--- config.mk ---
export PLATFORM = sky130hd
export DESIGN_NAME = robertson_ctrl_flat
export DESIGN_NICKNAME = d
export VERILOG_FILES = /design/src/rtl/robertson_ctrl_if.sv /design/src/rtl/robertson_ctrl.sv /design/src/flat_wrapper.sv
export SDC_FILE = /design/constraint.sdc
export NUM_CORES = 1
export LEC_CHECK = 0
export ABC_AREA = 0
export BUFFER_PORTS_ARGS = -buffer_cell sky130_fd_sc_hd__buf_2
export CORE_AREA = 3 3 40 42
export CTS_BUF_LIST = sky130_fd_sc_hd__clkbuf_4 sky130_fd_sc_hd__clkbuf_8
export CTS_CLUSTER_DIAMETER = 150
export DETAILED_ROUTE_END_ITERATION = 16
export DIE_AREA = 0 0 43 45
export GPL_TIMING_DRIVEN = 0
export PLACE_DENSITY = 0.88
export SYNTH_ARGS = -nofsm -noshare
export SYNTH_HDL_FRONTEND = slang
export SYNTH_SLANG_ARGS = --single-unit
--- constraint.sdc ---
create_clock -name clk -period 2.75 [get_ports clk]
set_input_delay 0.275 -clock clk [delete_from_list [all_inputs] [get_ports clk]]
set_output_delay 0.275 -clock clk [all_outputs]
set_load 0.1 [all_outputs]
--- src/rtl/robertson_ctrl_if.sv ---
// Handshake and datapath-control bundle between the Robertson controller and its host/datapath.
// The host/datapath side uses master; the controller uses slave.
interface robertson_ctrl_if #(
  parameter int unsigned N = 8
);
  localparam int unsigned CW = $clog2(N);

  logic          start;
  logic          q0;
  logic          m_sign;
  logic          ld_regs;
  logic          add_en;
  logic          sub_en;
  logic          shift_en;
  logic [2:0]    shin_sel;
  logic          f;
  logic [CW-1:0] cnt;
  logic          busy;
  logic          done;

  modport master (
    output start, q0, m_sign,
    input  ld_regs, add_en, sub_en, shift_en, shin_sel, f, cnt, busy, done
  );

  modport slave (
    input  start, q0, m_sign,
    output ld_regs, add_en, sub_en, shift_en, shin_sel, f, cnt, busy, done
  );
endinterface

--- src/rtl/robertson_ctrl.sv ---
// Control FSM for an N-bit signed Robertson shift-add multiplier; owns F and the iteration counter.
// Optional abort input enabled by defining ROBERTSON_CTRL_ABORT_EN.
module robertson_ctrl #(
  parameter int unsigned N = 8
) (
  input  logic             clk,
  input  logic             reset,
`ifdef ROBERTSON_CTRL_ABORT_EN
  input  logic             abort,
`endif
  robertson_ctrl_if.slave  bus
);

  localparam int unsigned CW = $clog2(N);

  localparam logic [2:0] SEL_F    = 3'd0;
  localparam logic [2:0] SEL_A    = 3'd1;
  localparam logic [2:0] SEL_ZERO = 3'd5;

  typedef enum logic [2:0] {
    S_IDLE,
    S_LOAD,
    S_TEST,
    S_ADD,
    S_SHIFT,
    S_SUB,
    S_SHIFT_LAST,
    S_DONE
  } state_e;

  state_e        state_q, state_d;
  logic          f_q, f_d;
  logic [CW-1:0] cnt_q, cnt_d;

  logic          ld_regs_q, ld_regs_d;
  logic          add_en_q, add_en_d;
  logic          sub_en_q, sub_en_d;
  logic          shift_en_q, shift_en_d;
  logic [2:0]    shin_sel_q, shin_sel_d;
  logic          busy_q, busy_d;
  logic          done_q, done_d;

  // Next-state, F/counter update, and strobes decoded from the next state so they register in step with it
  always_comb begin
    state_d = state_q;
    f_d     = f_q;
    cnt_d   = cnt_q;

    unique case (state_q)
      S_IDLE: begin
        if (bus.start) state_d = S_LOAD;
      end
      S_LOAD: begin
        f_d     = 1'b0;
        cnt_d   = CW'(N - 1);
        state_d = S_TEST;
      end
      S_TEST: begin
        if (cnt_q != '0) state_d = bus.q0 ? S_ADD : S_SHIFT;
        else             state_d = bus.q0 ? S_SUB : S_SHIFT_LAST;
      end
      S_ADD: begin
        f_d     = f_q | bus.m_sign;
        state_d = S_SHIFT;
      end
      S_SHIFT: begin
        cnt_d   = cnt_q - CW'(1);
        state_d = S_TEST;
      end
      S_SUB:        state_d = S_SHIFT_LAST;
      S_SHIFT_LAST: state_d = S_DONE;
      S_DONE:       state_d = S_IDLE;
      default:      state_d = S_IDLE;
    endcase

`ifdef ROBERTSON_CTRL_ABORT_EN
    if (abort && (state_q != S_IDLE)) begin
      state_d = S_IDLE;
      f_d     = 1'b0;
      cnt_d   = '0;
    end
`endif

    ld_regs_d  = (state_d == S_LOAD);
    add_en_d   = (state_d == S_ADD);
    sub_en_d   = (state_d == S_SUB);
    shift_en_d = (state_d == S_SHIFT) || (state_d == S_SHIFT_LAST);
    busy_d     = (state_d != S_IDLE);
    done_d     = (state_d == S_DONE);
    if (state_d == S_SHIFT)           shin_sel_d = SEL_F;
    else if (state_d == S_SHIFT_LAST) shin_sel_d = SEL_A;
    else                              shin_sel_d = SEL_ZERO;
  end

  always_ff @(posedge clk) begin
    if (reset) begin
      state_q    <= S_IDLE;
      f_q        <= 1'b0;
      cnt_q      <= '0;
      ld_regs_q  <= 1'b0;
      add_en_q   <= 1'b0;
      sub_en_q   <= 1'b0;
      shift_en_q <= 1'b0;
      shin_sel_q <= SEL_ZERO;
      busy_q     <= 1'b0;
      done_q     <= 1'b0;
    end else begin
      state_q    <= state_d;
      f_q        <= f_d;
      cnt_q      <= cnt_d;
      ld_regs_q  <= ld_regs_d;
      add_en_q   <= add_en_d;
      sub_en_q   <= sub_en_d;
      shift_en_q <= shift_en_d;
      shin_sel_q <= shin_sel_d;
      busy_q     <= busy_d;
      done_q     <= done_d;
    end
  end

  assign bus.ld_regs  = ld_regs_q;
  assign bus.add_en   = add_en_q;
  assign bus.sub_en   = sub_en_q;
  assign bus.shift_en = shift_en_q;
  assign bus.shin_sel = shin_sel_q;
  assign bus.f        = f_q;
  assign bus.cnt      = cnt_q;
  assign bus.busy     = busy_q;
  assign bus.done     = done_q;

endmodule

--- src/flat_wrapper.sv ---
// flat-port wrapper written by rule: the top's interface ports become plain ports
module robertson_ctrl_flat 
#(
  parameter int unsigned N = 8
)
  (clk, reset, bus_start, bus_q0, bus_m_sign, bus_ld_regs, bus_add_en, bus_sub_en, bus_shift_en, bus_shin_sel, bus_f, bus_cnt, bus_busy, bus_done);
  robertson_ctrl_if #(.N(N)) bus_i ();
  input  logic clk;
  input  logic reset;
  input wire logic [$bits(bus_i.start)-1:0] bus_start;
  input wire logic [$bits(bus_i.q0)-1:0] bus_q0;
  input wire logic [$bits(bus_i.m_sign)-1:0] bus_m_sign;
  output wire logic [$bits(bus_i.ld_regs)-1:0] bus_ld_regs;
  output wire logic [$bits(bus_i.add_en)-1:0] bus_add_en;
  output wire logic [$bits(bus_i.sub_en)-1:0] bus_sub_en;
  output wire logic [$bits(bus_i.shift_en)-1:0] bus_shift_en;
  output wire logic [$bits(bus_i.shin_sel)-1:0] bus_shin_sel;
  output wire logic [$bits(bus_i.f)-1:0] bus_f;
  output wire logic [$bits(bus_i.cnt)-1:0] bus_cnt;
  output wire logic [$bits(bus_i.busy)-1:0] bus_busy;
  output wire logic [$bits(bus_i.done)-1:0] bus_done;
  assign bus_i.start = bus_start;
  assign bus_i.q0 = bus_q0;
  assign bus_i.m_sign = bus_m_sign;
  assign bus_ld_regs = bus_i.ld_regs;
  assign bus_add_en = bus_i.add_en;
  assign bus_sub_en = bus_i.sub_en;
  assign bus_shift_en = bus_i.shift_en;
  assign bus_shin_sel = bus_i.shin_sel;
  assign bus_f = bus_i.f;
  assign bus_cnt = bus_i.cnt;
  assign bus_busy = bus_i.busy;
  assign bus_done = bus_i.done;
  robertson_ctrl #(.N(N)) u_core (.clk(clk), .reset(reset), .bus(bus_i));
endmodule
# [Yosys cells after proc, flatten, opt, wreduce, memory -nomap -nowiden]
# Cells that the tools add are included.
[word_totals] in_bits=5 out_inout_bits=13 wordCells=43 ff_bits=16
[classes] eq_ne=13 n_bitwise=1 n_addsub=1 mux=9 reduce_logical=8
[ops] cell="equality test 3 bit, second input constant" count=8
[ops] cell="one-hot mux 3 bit (7 select lines)" count=1
[ops] cell="two-way mux 3 bit" count=5
[ops] cell="equality test 3 x 2 -> 1 bit, second input constant" count=3
[ops] cell="equality test 3 x 1 -> 1 bit, second input constant" count=2
[ops] cell="one-hot mux 3 bit (2 select lines)" count=1
[ops] cell="nonzero test 3 bit" count=2
[ops] cell="nonzero test 2 bit" count=2
[ops] cell="OR reduction 2 bit" count=2
[ops] cell="logical NOT 3 bit" count=1
[ops] cell="subtractor 3 x 1 -> 3 bit, second input constant" count=1
[ops] cell="two-way mux 2 bit" count=1
[ops] cell="one-hot mux 1 bit (2 select lines)" count=1
[ops] cell="logical OR 1 bit" count=1
[ops] cell="bitwise OR 1 bit" count=1

# [Longest topological paths before layout]
# Gate-level depths: netlist (run 1).
[logic_depth] depth_word=6 depth_mapped=9 ltp_nobuf=9

# [Least setup slack after synthesis (run 1)]
# Ideal clock, no wire load.
[synth_timing] path_type="reg2reg" startpoint="register u_core.cnt_q[0] (netlist: u_core.bus.cnt[0])" endpoint="register u_core.sub_en_q (netlist: u_core.bus.sub_en)" synth_period_minus_slack_ps=2313 path_stages_with_launch=9 path_slack_ps=437 required_time_ps=2689 n_path_buf=0 setup_time_ps=61 arrival_ps=2252 path_cell_list="dfxtp_1 -> inv_1 -> ha_1 -> ha_1 -> inv_1 -> ha_1 -> nor2b_1 -> o31ai_1 -> and3b_1"
[synth_between] elab_chain_cells=4
[synth_rtl] item="start: declaration" line_no="robertson_ctrl.sv:33" source="logic [CW-1:0] cnt_q, cnt_d;"
[synth_rtl] item="start signal: assignment" line_no="robertson_ctrl.sv:110" source="cnt_q <= cnt_d;"
[synth_rtl] item="nonzero test 3 bit" line_no="robertson_ctrl.sv:59" source="if (cnt_q != '0) state_d = bus.q0 ? S_ADD : S_SHIFT;"
[synth_rtl] item="two-way mux 3 bit" line_no="robertson_ctrl.sv:59"
[synth_rtl] item="one-hot mux 3 bit (7 select lines)" line_no="robertson_ctrl.sv:49" source="unique case (state_q)"
[synth_rtl] item="equality test 3 bit" line_no="robertson_ctrl.sv:86" source="sub_en_d = (state_d == S_SUB);"
[synth_rtl] item="end signal: assignment" line_no="robertson_ctrl.sv:113" source="sub_en_q <= sub_en_d;"
[synth_rtl] item="end: declaration" line_no="robertson_ctrl.sv:37" source="logic sub_en_q, sub_en_d;"
# No other way between the ends.
# A chain may end at the register's enable or synchronous reset.

# [Worst setup path in the final report (run 1)]
[layout_timing] startpoint="register u_core.cnt_q[0] (netlist: u_core.bus.cnt[0])" endpoint="register u_core.shin_sel_q[0] (netlist: u_core.bus.shin_sel[0])"
[layout_between] elab_chain_cells=5
[layout_rtl] item="nonzero test 3 bit" line_no="robertson_ctrl.sv:59"
[layout_rtl] item="two-way mux 3 bit" line_no="robertson_ctrl.sv:59"
[layout_rtl] item="one-hot mux 3 bit (7 select lines)" line_no="robertson_ctrl.sv:49"
[layout_rtl] item="equality test 3 bit" line_no="robertson_ctrl.sv:90" source="if (state_d == S_SHIFT) shin_sel_d = SEL_F;"
[layout_rtl] item="two-way mux 3 bit" line_no="robertson_ctrl.sv:90"
[layout_rtl] item="end signal: assignment" line_no="robertson_ctrl.sv:115" source="shin_sel_q <= shin_sel_d;"
[layout_rtl] item="end: declaration" line_no="robertson_ctrl.sv:39" source="logic [2:0] shin_sel_q, shin_sel_d;"
# No other way between the ends.

==> flow_summary.yaml, run 1 <==
global_route:
  antenna_found_initial: 0
  grt_usage_pct: 14.4
  grt_start_max_net_pins: 11
  globalRouteOverflowTotal: 0
  grt_first_pass_wirelength_um: 1970
  grt_pass1_vias: 453
drt:
  num_vias: 554
  drt_iter0_drc: 11
  drt-wirelength-per-cell_um: 11.7
  remaining_drc_errors: 0
  viasPerCell: 5.23
  routed_wirelength_um: 1240
  first_pass_iters: 4
  ant_nets: 0
placement:
  placed_cells: 102
  hpwlAfterDp_um: 926
  pre_cts_ws_ns: 0.905
  gp_congestion: 0.790
  io_buffers: 15
synthesis:
  syn_nets: 80
  ys_seq_elements: 15
  syn_area_um2: 673
  syn_inst: 72
  synth_area_leaders: "dfxtp_1, ha_1, nor2_1"
  seq_area_frac_synth_pct: 44.6
  synth_top_area_share_pct: 44.6
  synth.largest_area_cell: "dfxtp_1"
  synth_area_per_cell_um2: 9.35
  yosys_warnings: 0
  yosysUniqueCellTypes: 28
final_layout:
  fin_nets: 100
  final_cells: 106
  final_layout_size_suffix_gt1_share_pct: 35.2
  antenna_cells: 0
  syn2layout_area_growth_pct: 18.0
floorplan:
  die_x_um: 43
  rows: 13
  io-pin-count: 18
  fp.coreArea_mm2: 0.00128
  initial_core_util_pct: 52.4
  die-area_mm2: 0.00194
  die_y_um: 45
sta:
  slew_headroom_pct: 61.5
  min_period_ns: 1.82
  max_freq_ghz: 0.549
  setup_viol: 0
  setup_ws_ns: 0.930
  rsz0062_at_grt: "no"
  hold_violations: 0
  worst_clock_skew_ns: 0.00374
  fin_crit_sh_pct: 66.2
  slew_viol_final: 0
  finalSetupTns_ns: 0
  timing.hold.ws_ns: 0.293
  tightest_slew_ns: 0.572
critical_path:
  crit_buf_inv: 2
  r2r_slack_ns: 0.93
  crit_path_frequent_cell: "ha_1"
  end_kind: "flip-flop"
  reg2reg_from: "u_core.bus.cnt[0]$_SDFFE_PP0P_"
  cp.arrival_ns: 1.98
  critical_path_depth: 8
  crit_start: "u_core.bus.cnt[0]$_SDFFE_PP0P_"
  crit_type: "flip-flop to flip-flop"
  max_stage_delay_ns: 0.48
  r2r-end: "u_core.bus.shin_sel[0]$_SDFF_PP1_"
  crit_fanout: 5
  cp-start-kind: "flip-flop"
  cp_top_family: "adder cells"
  path_cells: "inv_1 -> ha_1 -> ha_1 -> inv_1 -> ha_1 -> nor2b_1 -> o31ai_1 -> nand3_1"
  required_ns: 2.91
  reg2reg_depth: 8
  slowest_stage: "o31ai_1"
clock_tree:
  h-tree-depth: 1
  clk_path_buf_depth: 2
  cts_tree: "yes"
  cts_setup_buffers: 0
  cts_resized: 0
  ctsHoldBuffers: 0
  clk_latency_ns: 0.29
  numCtsBuffers: 3
  clk_pin_slew_ns: 0.09
  clkSinkCount: 15
  clockRootBuffer: "clkbuf_4"
pwr:
  p_per_area_mw_per_mm2: 723
  p_leak_nw: 0.352
  peakVddDrop_mv: 0.330
  total_power_w: 0.000575
run_status:
  outcome: "complete, no violations"
worst_hold_path:
  min-delay-start: "reset"
  worstHoldEndpoint: "u_core.state_q[1]$_SDFF_PP0_"
  hold_path.class: "input pin to flip-flop"
  hold_path_depth: 2
flow_run:
  cap_viol_max_count: 0
layer usage:
| layer | up-vias | GRT usage [%] | wire [um] |
|---|---|---|---|
| li1 | 280 | - | - |
| met1 | 258 | 17.2 | 573 |
| met2 | 12 | 21.6 | 577 |
| met3 | 4 | 3.59 | 36 |
| met4 | 0 | 12.7 | 49 |
| met5 | - | 0 | 0 |
registers in the layout, summed over array words and instances, names as in the netlist:
register / count
u_core.bus.add_en: 1
u_core.bus.busy: 1
u_core.bus.cnt: 3
u_core.bus.done: 1
u_core.bus.f: 1
u_core.bus.ld_regs: 1
u_core.bus.shift_en: 1
u_core.bus.shin_sel: 2
u_core.bus.sub_en: 1
u_core.state_q: 3
stage by stage:
| stage | util [%] | cell area [um2] |
|---|---|---|
| final | 61.8 | 795 |
| after global routing | 61.8 | 795 |
| after CTS | 61.8 | 795 |
| after detailed placement | 59.7 | 767 |
| after global placement | 59.7 | 767 |
| after floorplan | - | 673 |
worst max path at each step:
stage	end	slack (ns)
final	u_core.bus.shin_sel[0]$_SDFF_PP1_	0.93
after global placement	u_core.bus.sub_en$_SDFF_PP0_	0.96
after CTS	u_core.bus.shin_sel[0]$_SDFF_PP1_	0.90
after detailed placement	u_core.bus.shin_sel[0]$_SDFF_PP1_	0.91
after floorplan	u_core.bus.sub_en$_SDFF_PP0_	0.44
after global routing	u_core.bus.shin_sel[0]$_SDFF_PP1_	0.76
synthesized netlist by cell type:
master,n
nor2b_1,1
and3b_1,1
nor2_2,1
nand3_1,1
nand2_1,6
buf_2,1
conb_1,1
a211oi_1,3
nor2_1,9
o21a_1,3
o221a_2,1
o21ai_2,1
nor3_1,2
nor3b_2,2
buf_6,1
nor4_4,1
and2b_2,1
a31oi_1,1
a21oi_2,1
ha_1,3
inv_1,6
dfxtp_1,15
and2_1,1
nand2b_2,1
buf_4,2
a21boi_0,1
o21ai_0,4
o31ai_1,1
power breakdown:
part	switching [W]	internal (W)	total [W]	leakage, nW
Sequential	0.0000101	0.000233	0.000243	0.123
Combinational	0.000157	0.0000494	0.000206	0.211
Clock	0.0000717	0.0000541	0.000126	0.0177
area by class of cell:
class | instances | area, um2
plain buffers | 4 | 31.3
clock buffers | 3 | 22.5
clock inverters | 1 | 5.00
fillers | 116 | 490
inverters | 6 | 22.5
multi-input cells | 47 | 319
flip-flops and latches | 15 | 300
well taps | 15 | 18.8
repair buffers | 15 | 75.1
cells by family (layout without fill, tap and decap cells):
group,Yosys count,count (layout),share of synthesized area (%)
AND/OR/NAND/NOR,27,27,24.2
other,1,1,0.557
AO/OA/AOI/OAI,16,16,17.1
flip-flops,15,15,44.6
buffers and inverters,10,29,7.99
adder cells (fa/ha/maj),3,3,5.58
placed cells by master, fill, tap and decap left out, drive strengths merged, types with 3 or more instances in the layout:
cell and n:
clkbuf 3, buf 19, nand2 6, nor2 10
o21a 3, inv 6, ha 3, dfxtp 15
o21ai 5, a211oi 3
(Power assumes the default switching activity.)
==> run 2: changes to the inputs <==
Settings changed: CORE_AREA 3 3 40 42 to unset, CORE_MARGIN set to 3, CORE_UTILIZATION set to 47, DIE_AREA 0 0 43 45 to unset, PLACE_DENSITY 0.88 to 0.86.
Clock period 2.75 ns to 1.6 ns, I/O delays scaled along.
==> run 2 against run 1 <==
  * Wire length is 4.0% lower
  * First-iteration DRC count is 9.1% lower
  * Die area shrank 0.65%
  * Utilization rose by 5.1 points
  * Setup slack got worse by 0.86 ns
  * Critical endpoint is now u_core.bus.add_en$_SDFF_PP0_
==> flow_summary.yaml, run 2 (same netlist as run 1, synthesis figures left out) <==
floorplan:
  die-area_mm2: 0.00192
  initial_core_util_pct: 51.1
  die_x_um: 43.8
  io-pin-count: 18
  rows: 13
  die_y_um: 43.8
  fp.coreArea_mm2: 0.00132
clock_tree:
  clk_pin_slew_ns: 0.08
  ctsHoldBuffers: 0
  clk_latency_ns: 0.28
  clockRootBuffer: "clkbuf_4"
  clk_path_buf_depth: 2
  cts_tree: "yes"
  h-tree-depth: 1
  numCtsBuffers: 3
  clkSinkCount: 15
final_layout:
  utilization_pct: 67.0
  final_cell_mix: "buf_2, dfxtp_1, nor2_1"
  final_cells: 106
  final_layout_size_suffix_gt1_share_pct: 47.3
  antenna_cells: 0
  final_common_cell: "buf_2"
  syn2layout_area_growth_pct: 31.0
  fin_nets: 100
critical_path:
  crit_buf_inv: 2
  crit_path_frequent_cell: "ha_4"
  end_kind: "flip-flop"
  crit_type: "flip-flop to flip-flop"
  cp-start-kind: "flip-flop"
  crit_fanout: 5
  cp.arrival_ns: 1.70
  slowest_stage: "dfxtp_4"
  max_stage_delay_ns: 0.37
  required_ns: 1.78
  cp_top_family: "adder cells"
  path_cells: "inv_4 -> ha_4 -> ha_4 -> inv_2 -> ha_4 -> nor2b_4 -> and2b_2 -> o221a_2"
sta:
  worst_clock_skew_ns: 0.00130
  max_freq_ghz: 0.656
  slew_viol_final: 0
  min_period_ns: 1.53
  finalSetupTns_ns: 0
  hold_violations: 0
  rsz0062_at_grt: "yes"
  setup_viol: 0
  fin_crit_sh_pct: 95.3
global_route:
  antenna_found_initial: 0
  grt_pass1_vias: 513
  grt_usage_pct: 15.1
  grt_start_max_net_pins: 11
  grt_first_pass_wirelength_um: 2130
  globalRouteOverflowTotal: 0
pwr:
  p_switching_w: 0.000425
  p_per_area_mw_per_mm2: 1210
  seqPwrFrac_pct: 39.6
  p_leak_nw: 0.365
  switching_share_pct: 40.0
  p_int_w: 0.000639
  power_frac_clock_pct: 21.7
  peakVddDrop_mv: 0.854
  combPwrFrac_pct: 38.6
placement:
  io_buffers: 15
  hpwlAfterDp_um: 950
  placed_cells: 102
  gp_congestion: 0.864
drt:
  remaining_drc_errors: 0
  first_pass_iters: 4
  drt-wirelength-per-cell_um: 11.2
  num_vias: 539
  ant_nets: 0
  viasPerCell: 5.08
  drt_iter0_drc: 10
  routed_wirelength_um: 1190
run_status:
  outcome: "complete, no violations"
worst_hold_path:
  hold_path.class: "input pin to flip-flop"
flow_run:
  cap_viol_max_count: 0
run 2: cell count changes in the layout (fill, tap and decap cells not counted), sizes merged:
cell	previous run	this run
clkbuf	3	4
clkinv	1	0
run 2: worst paths after layout:
path                                        from  cells after the start  slack, ns                              to
setup / recovery  u_core.bus.cnt[0]$_SDFFE_PP0P_                      8       0.07    u_core.bus.add_en$_SDFF_PP0_
hold / removal                             reset                      2       0.17  u_core.bus.cnt[1]$_SDFFE_PP0P_
setup reg to reg  u_core.bus.cnt[0]$_SDFFE_PP0P_                      8       0.07    u_core.bus.add_en$_SDFF_PP0_
hold reg to reg        u_core.bus.f$_SDFFE_PP0P_                      2       0.54       u_core.bus.f$_SDFFE_PP0P_
run 2: metal layers:
| layer | routed length [um] | global-route usage [%] |
|---|---|---|
| met5 | 0 | 0 |
| met4 | 12 | 5.42 |
| met3 | 74 | 6.22 |
| met2 | 560 | 23.8 |
| met1 | 538 | 18.2 |
run 2: what timing repair did:
action | in CTS | in global routing
setup buffers | 0 | 0
gates resized for setup | 0 | 1
setup endpoints to repair | 0 | 3
hold endpoints to repair | 0 | 0
run 2: stage by stage:
step,area [um2],hold slack [ns],setup slack [ns],power (W)
2_1_floorplan,756,0.374,-0.0530,0.000786
3_3_place_gp,850,0.460,0.0698,0.000834
3_5_place_dp,850,0.468,0.0423,0.000844
4_1_cts,880,0.157,0.0121,0.00108
5_1_grt,882,0.168,-0.0330,0.00112
6_report,882,0.166,0.0746,0.00106
run 2: worst reg2reg max path: stages, from the launching register on:
cell and delay (ns):
dfxtp_4 0.37, inv_4 0.06, ha_4 0.13, ha_4 0.11, inv_2 0.03, ha_4 0.27
nor2b_4 0.04, and2b_2 0.19, o221a_2 0.23
run 2: cell type report:
type                       count  area (um2)
inverter                       6        25.0
tap                           15        18.8
buffer                         4        31.3
clock buffer                   4        30.0
sequential                    15         312
timing repair buffer          15        75.1
fill                         104         435
multi-input combinational     47         390
run 2: power groups by stage:
stage               Sequential, W  Combinational (W)  Clock [W]
floorplan                0.000580           0.000207          0
global placement         0.000429           0.000405          0
detailed placement       0.000430           0.000414          0
CTS                      0.000421           0.000416   0.000240
global route             0.000427           0.000446   0.000250
finish                   0.000422           0.000411   0.000231
==> run 3: changes to the inputs <==
Settings changed: SETUP_SLACK_MARGIN set to 0.1.
==> run 3 against run 2 <==
  * Flip-flop and latch count unchanged
  * Fmax increased by 0.61%
  * Wire length increased by 7.8%
  * Critical path depth unchanged
  * Highest routed layer unchanged
  * Clock power decreased by 7%
  * Utilization increased by 1.2 points
  * Global-route usage increased by 0.70 points
  * Critical endpoint unchanged
==> flow_summary.yaml, run 3 (same netlist as run 1, synthesis figures left out) <==
clock_tree:
  clk_latency_ns: 0.28
  cts_tree: "yes"
  clk_path_buf_depth: 2
  h-tree-depth: 1
  clockRootBuffer: "clkbuf_4"
  numCtsBuffers: 3
  clkSinkCount: 15
  clk_pin_slew_ns: 0.09
worst_hold_path:
  hold_path_depth: 2
  min-delay-start: "reset"
  worstHoldEndpoint: "u_core.bus.cnt[1]$_SDFFE_PP0P_"
  hold_path.class: "input pin to flip-flop"
drt:
  drt_iter0_drc: 9
  ant_nets: 0
  num_vias: 553
  remaining_drc_errors: 0
  first_pass_iters: 4
  drt-wirelength-per-cell_um: 11.8
  viasPerCell: 5.12
  routed_wirelength_um: 1280
critical_path:
  path_cells: "inv_4 -> ha_4 -> ha_4 -> inv_2 -> ha_4 -> nor2b_4 -> and2b_2 -> o221a_2"
  cp-start-kind: "flip-flop"
  crit_type: "flip-flop to flip-flop"
  r2r_slack_ns: 0.08
  crit_path_frequent_cell: "ha_4"
  r2r-end: "u_core.bus.add_en$_SDFF_PP0_"
  max_stage_delay_ns: 0.36
  crit_buf_inv: 2
  cp.arrival_ns: 1.69
  slowest_stage: "dfxtp_4"
  reg2reg_depth: 8
  reg2reg_from: "u_core.bus.cnt[0]$_SDFFE_PP0P_"
  required_ns: 1.78
  crit_fanout: 2
  end_kind: "flip-flop"
  cp_top_family: "adder cells"
floorplan:
  die-area_mm2: 0.00192
  io-pin-count: 18
  initial_core_util_pct: 51.1
  rows: 13
  fp.coreArea_mm2: 0.00132
  die_x_um: 43.8
  die_y_um: 43.8
flow_run:
  cap_viol_max_count: 0
sta:
  min_period_ns: 1.52
  setup_ws_ns: 0.0839
  max_freq_ghz: 0.660
  finalSetupTns_ns: 0
  fin_crit_sh_pct: 94.8
  worst_clock_skew_ns: 0.000968
  hold_violations: 0
  rsz0062_at_grt: "yes"
  setup_viol: 0
  slew_viol_final: 0
final_layout:
  utilization_pct: 68.2
  final_layout_size_suffix_gt1_share_pct: 49.5
  final_common_cell: "buf_2"
  final_cell_mix: "buf_2, dfxtp_1, nor2_1"
  syn2layout_area_growth_pct: 33.5
  antenna_cells: 0
  fin_nets: 102
run_status:
  outcome: "complete, no violations"
global_route:
  grt_usage_pct: 15.8
  grt_first_pass_wirelength_um: 2240
  grt_pass1_vias: 541
  antenna_found_initial: 0
  grt_start_max_net_pins: 11
  globalRouteOverflowTotal: 0
placement:
  io_buffers: 15
  hpwlAfterDp_um: 986
  gp_congestion: 0.865
  pre_cts_ws_ns: 0.0327
pwr:
  peakVddDrop_mv: 0.711
  p_leak_nw: 0.376
  p_per_area_mw_per_mm2: 1180
run 3: how the worst max path moves through the flow:
stage | startpoint | endpoint | cells after the start
final | u_core.bus.cnt[0]$_SDFFE_PP0P_ | u_core.bus.add_en$_SDFF_PP0_ | 8
after global routing | u_core.bus.cnt[0]$_SDFFE_PP0P_ | u_core.bus.done$_SDFF_PP0_ | 9
after CTS | u_core.bus.cnt[0]$_SDFFE_PP0P_ | u_core.bus.done$_SDFF_PP0_ | 9
after detailed placement | u_core.bus.cnt[0]$_SDFFE_PP0P_ | u_core.bus.sub_en$_SDFF_PP0_ | 8
after global placement | u_core.bus.cnt[0]$_SDFFE_PP0P_ | u_core.bus.sub_en$_SDFF_PP0_ | 8
after floorplan | u_core.bus.cnt[0]$_SDFFE_PP0P_ | u_core.bus.sub_en$_SDFF_PP0_ | 8
run 3: report_power, final:
| group | leakage (nW) | internal [W] | switching, W |
|---|---|---|---|
| combinational | 0.234 | 0.000131 | 0.000297 |
| sequential | 0.125 | 0.000402 | 0.0000175 |
| clock | 0.0177 | 0.0000928 | 0.000121 |
| total | 0.376 | 0.000626 | 0.000435 |
run 3: per-stage QoR:
step	hold slack, ns	area [um2]	std cells	total power (W)
after floorplan	0.374	756	72	0.000787
after global routing	0.165	898	108	0.00112
after global placement	0.460	850	102	0.000834
final	0.171	898	108	0.00106
after CTS	0.164	895	108	0.00107
after detailed placement	0.464	850	102	0.000846
run 3: layout make-up:
cell class	instances	area (um2)
Fill cell	100	419
Multi-Input combinational cell	47	394
Timing Repair Buffer	17	90.1
Inverter	6	25.0
Tap cell	15	18.8
Clock inverter	1	5.00
Clock buffer	3	22.5
Sequential cell	15	312
Buffer	4	31.3
run 3: timing repair:
action,4_1_cts,5_1_grt
setup endpoints to repair,4,7
endpoints found under the hold margin,0,0
hold buffers,0,0
buffers inserted,2,0
gates resized for setup,1,1
pin swaps,1,1
run 3: layer usage:
layer  share of wire [%]  wire length [um]  vias up  GRT usage [%]
li1                    -                 -      283              -
met1                  45               570      250           18.8
met2                  49               630       16           26.5
met3                 4.4                56        4           2.49
met4                 1.7                22        0           9.04
met5                   0                 0        -              0
